$ cat config.mk
export PLATFORM = sky130hd
export DESIGN_NAME = axi_req_tx_arbiter
export DESIGN_NICKNAME = d
export VERILOG_FILES = /design/src/rtl/axi_req_tx_arbiter.sv
export SDC_FILE = /design/constraint.sdc
export NUM_CORES = 1
export LEC_CHECK = 0
export ABC_CLOCK_PERIOD_IN_PS = 6360
export CORE_AREA = 3 3 325 327
export DETAILED_ROUTE_END_ITERATION = 10
export DIE_AREA = 0 0 328 330
export PLACE_DENSITY = 0.32
export RECOVER_POWER = 100
export SLEW_MARGIN = 5
export SYNTH_ARGS = -nofsm -noshare
export SYNTH_HDL_FRONTEND = slang
export SYNTH_SLANG_ARGS = --single-unit
export TNS_END_PERCENT = 30
$ cat constraint.sdc
create_clock -name axi_clk -period 6.36 [get_ports axi_clk]
set_input_delay 1.59 -clock axi_clk [delete_from_list [all_inputs] [get_ports axi_clk]]
set_output_delay 1.59 -clock axi_clk [all_outputs]
set_load 0.005 [all_outputs]
$ cat src/rtl/axi_req_tx_arbiter.sv
// Arbitrates the AXI slave's pending write and read requests onto the TL TX stream.
// Credits are checked once per TLP in IDLE; a TLP, once started, runs to completion.
module axi_req_tx_arbiter #(
    parameter int HDR_W     = 128,
    parameter int DATA_W    = 256,
    parameter int PD_CRED_W = 12,
    parameter int HCRED_W   = 8
) (
    input  logic                 axi_clk,
    input  logic                 ARESTn,
    input  logic                 axi_wrreq_hdr_valid,
    input  logic [HDR_W-1:0]     axi_wrreq_hdr,
    input  logic [9:0]           axi_wrreq_len,
    input  logic [DATA_W-1:0]    axi_req_data,
    input  logic                 axi_rdreq_hdr_valid,
    input  logic [HDR_W-1:0]     axi_rdreq_hdr,
    output logic                 axi_req_wr_grant,
    output logic                 axi_req_rd_grant,
    input  logic [HCRED_W-1:0]   fc_ph_avail,
    input  logic [PD_CRED_W-1:0] fc_pd_avail,
    input  logic [HCRED_W-1:0]   fc_nph_avail,
    output logic                 fc_ph_consume,
    output logic                 fc_pd_consume,
    output logic [8:0]           fc_pd_amount,
    output logic                 fc_nph_consume,
    output logic                 tlp_valid,
    input  logic                 tlp_ready,
    output logic                 tlp_sop,
    output logic                 tlp_eop,
    output logic [DATA_W-1:0]    tlp_data
);

    localparam int DW_PER_BEAT = DATA_W / 32;
    localparam int LEN_W       = 11;

    typedef enum logic [1:0] {S_IDLE, S_RD_HDR, S_WR_HDR, S_WR_DATA} state_t;

    function automatic logic [LEN_W-1:0] f_len_eff(input logic [9:0] len);
        return (len == 10'd0) ? LEN_W'(1024) : {1'b0, len};
    endfunction

    // One posted-data credit covers 4 DW, rounded up.
    function automatic logic [8:0] f_pd_credits(input logic [LEN_W-1:0] len_eff);
        logic [LEN_W:0] sum;
        sum = {1'b0, len_eff} + (LEN_W+1)'(3);
        return sum[LEN_W-1:2];
    endfunction

    function automatic logic [LEN_W-1:0] f_beats(input logic [LEN_W-1:0] len_eff);
        logic [LEN_W:0] sum;
        sum = {1'b0, len_eff} + (LEN_W+1)'(DW_PER_BEAT - 1);
        return LEN_W'(sum / (LEN_W+1)'(DW_PER_BEAT));
    endfunction

    state_t           r_state;
    state_t           w_state_nxt;
    logic             r_rr_last_wr;
    logic [LEN_W-1:0] r_beat_cnt;
    logic [LEN_W-1:0] r_len_eff;
    logic [LEN_W-1:0] r_beats;

    logic [LEN_W-1:0] w_len_eff;
    logic [8:0]       w_pd_need;
    logic             w_wr_ok;
    logic             w_rd_ok;
    logic             w_pick_wr;
    logic             w_last_beat;

    assign w_len_eff   = f_len_eff(axi_wrreq_len);
    assign w_pd_need   = f_pd_credits(w_len_eff);
    assign w_wr_ok     = axi_wrreq_hdr_valid && (fc_ph_avail != '0) &&
                         (32'(fc_pd_avail) >= 32'(w_pd_need));
    assign w_rd_ok     = axi_rdreq_hdr_valid && (fc_nph_avail != '0);
    assign w_pick_wr   = w_wr_ok && (!w_rd_ok || !r_rr_last_wr);
    assign w_last_beat = (r_beat_cnt == LEN_W'(1));

    always_ff @(posedge axi_clk or negedge ARESTn) begin
        if (!ARESTn) begin
            r_state      <= S_IDLE;
            r_rr_last_wr <= 1'b0;
            r_beat_cnt   <= '0;
        end else begin
            r_state <= w_state_nxt;
            case (r_state)
                S_RD_HDR: if (tlp_ready) r_rr_last_wr <= 1'b0;
                S_WR_HDR: if (tlp_ready) r_beat_cnt <= r_beats;
                S_WR_DATA: begin
                    if (tlp_ready) begin
                        r_beat_cnt <= r_beat_cnt - LEN_W'(1);
                        if (w_last_beat) r_rr_last_wr <= 1'b1;
                    end
                end
                default: ;
            endcase
        end
    end

    // Length is tracked every IDLE cycle so the value at the decision edge is kept.
    always_ff @(posedge axi_clk) begin
        if (r_state == S_IDLE) begin
            r_len_eff <= w_len_eff;
            r_beats   <= f_beats(w_len_eff);
        end
    end

    always_comb begin
        w_state_nxt      = r_state;
        tlp_valid        = 1'b0;
        tlp_sop          = 1'b0;
        tlp_eop          = 1'b0;
        tlp_data         = '0;
        axi_req_wr_grant = 1'b0;
        axi_req_rd_grant = 1'b0;
        fc_ph_consume    = 1'b0;
        fc_pd_consume    = 1'b0;
        fc_pd_amount     = '0;
        fc_nph_consume   = 1'b0;
        case (r_state)
            S_IDLE: begin
                if (w_wr_ok || w_rd_ok)
                    w_state_nxt = w_pick_wr ? S_WR_HDR : S_RD_HDR;
            end
            S_RD_HDR: begin
                tlp_valid = 1'b1;
                tlp_sop   = 1'b1;
                tlp_eop   = 1'b1;
                tlp_data  = DATA_W'(axi_rdreq_hdr);
                if (tlp_ready) begin
                    axi_req_rd_grant = 1'b1;
                    fc_nph_consume   = 1'b1;
                    w_state_nxt      = S_IDLE;
                end
            end
            S_WR_HDR: begin
                tlp_valid = 1'b1;
                tlp_sop   = 1'b1;
                tlp_data  = DATA_W'(axi_wrreq_hdr);
                if (tlp_ready) begin
                    axi_req_wr_grant = 1'b1;
                    fc_ph_consume    = 1'b1;
                    fc_pd_consume    = 1'b1;
                    fc_pd_amount     = f_pd_credits(r_len_eff);
                    w_state_nxt      = S_WR_DATA;
                end
            end
            S_WR_DATA: begin
                tlp_valid = 1'b1;
                tlp_eop   = w_last_beat;
                tlp_data  = axi_req_data;
                if (tlp_ready) begin
                    axi_req_wr_grant = 1'b1;
                    if (w_last_beat) w_state_nxt = S_IDLE;
                end
            end
            default: w_state_nxt = S_IDLE;
        endcase
    end

endmodule
==> run metrics <==
outcome=finished clean; CTS H-Tree Depth=2; share of the synthesized area in the top cell type=24.66%; Nets=2039; Sequential Power Share=9.0%; Slew Viols, Final=0; critical-path cell list=dlygate4sd3_1 -> clkbuf_1 -> o21ai_1 -> inv_1 -> clkdlybuf4s50_1; layout cell share with drive strength beyond 1=2.245%; Iter 0 DRT Violations=1190; Worst setup startpoint=tlp_ready; met3 usage=6.667%; sw frac=50.59%; # setup viols final=0; unrepaired setup endpoints after global routing=false; CP max-delay cell=clkbuf_1; Final Hold Viols=0; Leakage=5.629 nW; ys flop type=edfxtp_1; Post-synth EDFFs=20; TNS Setup=0 ns; Post-CTS Setup Bufs=0; drc violations=0; gpl congestion=0.8805; Num CTS Buffers=5; Die Wd=328 um; Mean Syn Cell Area=7.278 sq um; Die Ht=330 um; hold_sp=r_beats[1]; wirelength, routed=73320 um; Netlist cell types=53; Net Switching=2.385 mW; Clock transition at path regs=0.06 ns; final worst path period share=87.86%; share of synthesized registers carrying an async set or reset=41.18%; gr busiest metal=met2; fmax=0.1790 GHz; Slew HR=6.389%; CTS tree=yes; CTS Buffer Depth=2; latest clock arrival within the worst-skew pair=0.28 ns; Setup CP Type=input pin to output pin; Synth Instances=714; I/O pin total=828; global-route usage over all layers=12.54%; R2R Setup Slk=2.79 ns; top cell type by total area after synthesis=a222oi_1; DPL Wire Length=64080 um; CORE AREA=103200 sq um; Yosys reg bits=34; worst path bufs/invs=4; fin crit period=5.588 ns; # resized after CTS=0; kind of end point of the critical path=output pin; most common library cells after synthesis=nor2_1 (152), a222oi_1 (128), and2_1 (128), clkbuf_1 (93), nand2_1 (27); hold path depth=2; warnings from Yosys=0; Post-CTS Hold Buffers=0; ANT nets after route=0; CTS Root Cell=clkbuf_16; Least-Margin Pin Slew=1.404 ns; area of the die=108200 sq um; hold path endpoint=r_beat_cnt[1]; drt wl/cell=25.60 um; Setup Skew=0.004835 ns; vias post-DR=9609; Internal=2.329 mW; number of iterations in the first detailed-routing pass=7; most common cell in the synthesized netlist=nor2_1; IO Port Bufs=827; startpoint types=input pin; Fill cells=11.71k; max-cap viol count=0; clock power share=5.9%; VDD IR-drop max=0.1891 mV; # clock sinks=34; Initial Util=5.035%; cell depth of the worst flop-to-flop path=4; R2R Path Start=r_state[0]; vias in the first global route=9960; Power Density=309.4 nW/um^2; global routing usage on met1=14.27%; post-synthesis net count=1284; CP max stage delay=0.70 ns; register area share after synthesis=18.30%; Remaining Overflow, GRT=0; initial antenna violation count=31; met2 usage=19.98%; CP delay by family, top=buffers and inverters; top post-synthesis cells by area=a222oi_1 (25%), and2_1 (15%), edfxtp_1 (12%); Netlist Area Pre-Place=5196 sq um; Row Count=118; Area after DPL=15060 sq um; Max FO, Critical Path=22; vias per inst=3.355; largest net degree at the start of global routing=128; reg2reg end=r_beats[4]; Hold WC Path Type=flop to flop; Critical Path AT=4.00 ns; area delta synth->final=193.2%; post-route cell area=15230 sq um; Comb power frac=85.1%; wire length of the first global-routing pass=92000 um; CP required=4.77 ns
power groups by stage:
stage / combinational (mW) / sequential (mW) / clock [mW]
floorplan: 1.54 / 0.393 / 0
CTS: 4.43 / 0.423 / 0.287
global route: 4.37 / 0.437 / 0.295
finish: 4.01 / 0.422 / 0.279
detailed placement: 4.40 / 0.427 / 0
global placement: 4.40 / 0.426 / 0
through the flow:
stage | hold slack (ns) | util, % | power (mW) | cells | worst slack [ns]
3_5_place_dp | 0.5268 | 14.60 | 4.827 | 2842 | 1.116
4_1_cts | 0.5614 | 14.76 | 5.137 | 2850 | 1.111
2_1_floorplan | 0.4912 | - | 1.938 | 714 | 2.349
6_report | 0.5527 | 14.76 | 4.714 | 2864 | 0.7720
3_3_place_gp | 0.5303 | 14.60 | 4.824 | 2842 | 1.104
5_1_grt | 0.5872 | 14.73 | 5.098 | 2851 | 0.5736
registers in the layout, summed over array words and instances (netlist names):
name / count
r_beat_cnt: 11
r_state: 2
r_len_eff: 11
r_rr_last_wr: 1
r_beats: 9
worst reg2reg max path: cells and delay by family, from the launching register on:
family	cells	cell delay, ns
buffers and inverters	3	2.14
adders and majority gates	1	0.57
DFF	1	0.47
routing by layer:
layer,vias to the layer above,routed length (um)
li1,4255,-
met1,4581,28320
met2,654,32820
met3,93,9155
met4,26,2868
met5,-,160
cells by family after synthesis:
family | count (synthesis) | synth area share, %
other | 1 | 0.07217
flip-flops | 34 | 18.30
multiplexers | 6 | 1.156
adder cells (fa/ha/maj) | 15 | 3.612
XOR/XNOR | 22 | 3.708
AND/OR/NAND/NOR | 343 | 33.13
AO/OA/AOI/OAI | 179 | 31.64
buffers and inverters | 114 | 8.379
area by class of cell:
cell class | instances | area, sq um | area share [%]
tap | 1380 | 1727 | 11.33
antenna | 14 | 35.03 | 0.2300
sequential | 34 | 950.9 | 6.242
clock inverter | 3 | 40.04 | 0.2628
timing repair buffer | 845 | 8442 | 55.42
multi-input combinational | 566 | 3850 | 25.27
clock buffer | 5 | 125.1 | 0.8214
inverter | 17 | 63.81 | 0.4189
worst max-delay path by stage:
stage | slack (ns) | cells past startpoint | endpoint
2_1_floorplan | 2.35 | 5 | fc_nph_consume
3_3_place_gp | 1.10 | 4 | tlp_data[90]
3_5_place_dp | 1.12 | 4 | tlp_data[90]
4_1_cts | 1.11 | 4 | tlp_data[90]
5_1_grt | 0.57 | 5 | axi_req_wr_grant
6_report | 0.77 | 5 | axi_req_wr_grant
layout by cell type (no fill, tap or decap), drive strengths merged, types with 2 or more instances in the layout:
cell	instances
and2	128
nand2	28
a22o	2
a41oi	2
nor2	152
edfxtp	20
a21oi	8
a32oi	2
o21a	2
a31oi	4
xor2	14
clkdlybuf4s50	602
nand3	12
a211oi	2
or4	2
buf	12
nor3	6
ha	15
mux2i	6
and3	3
o31ai	2
inv	17
o22ai	5
clkbuf	11
o211ai	3
a222oi	128
o21ai	8
nor4	7
dfrtp	14
diode	14
dlygate4sd3	225
xnor2	8
clkinv	2
Power figures use the tool's default switching activity.
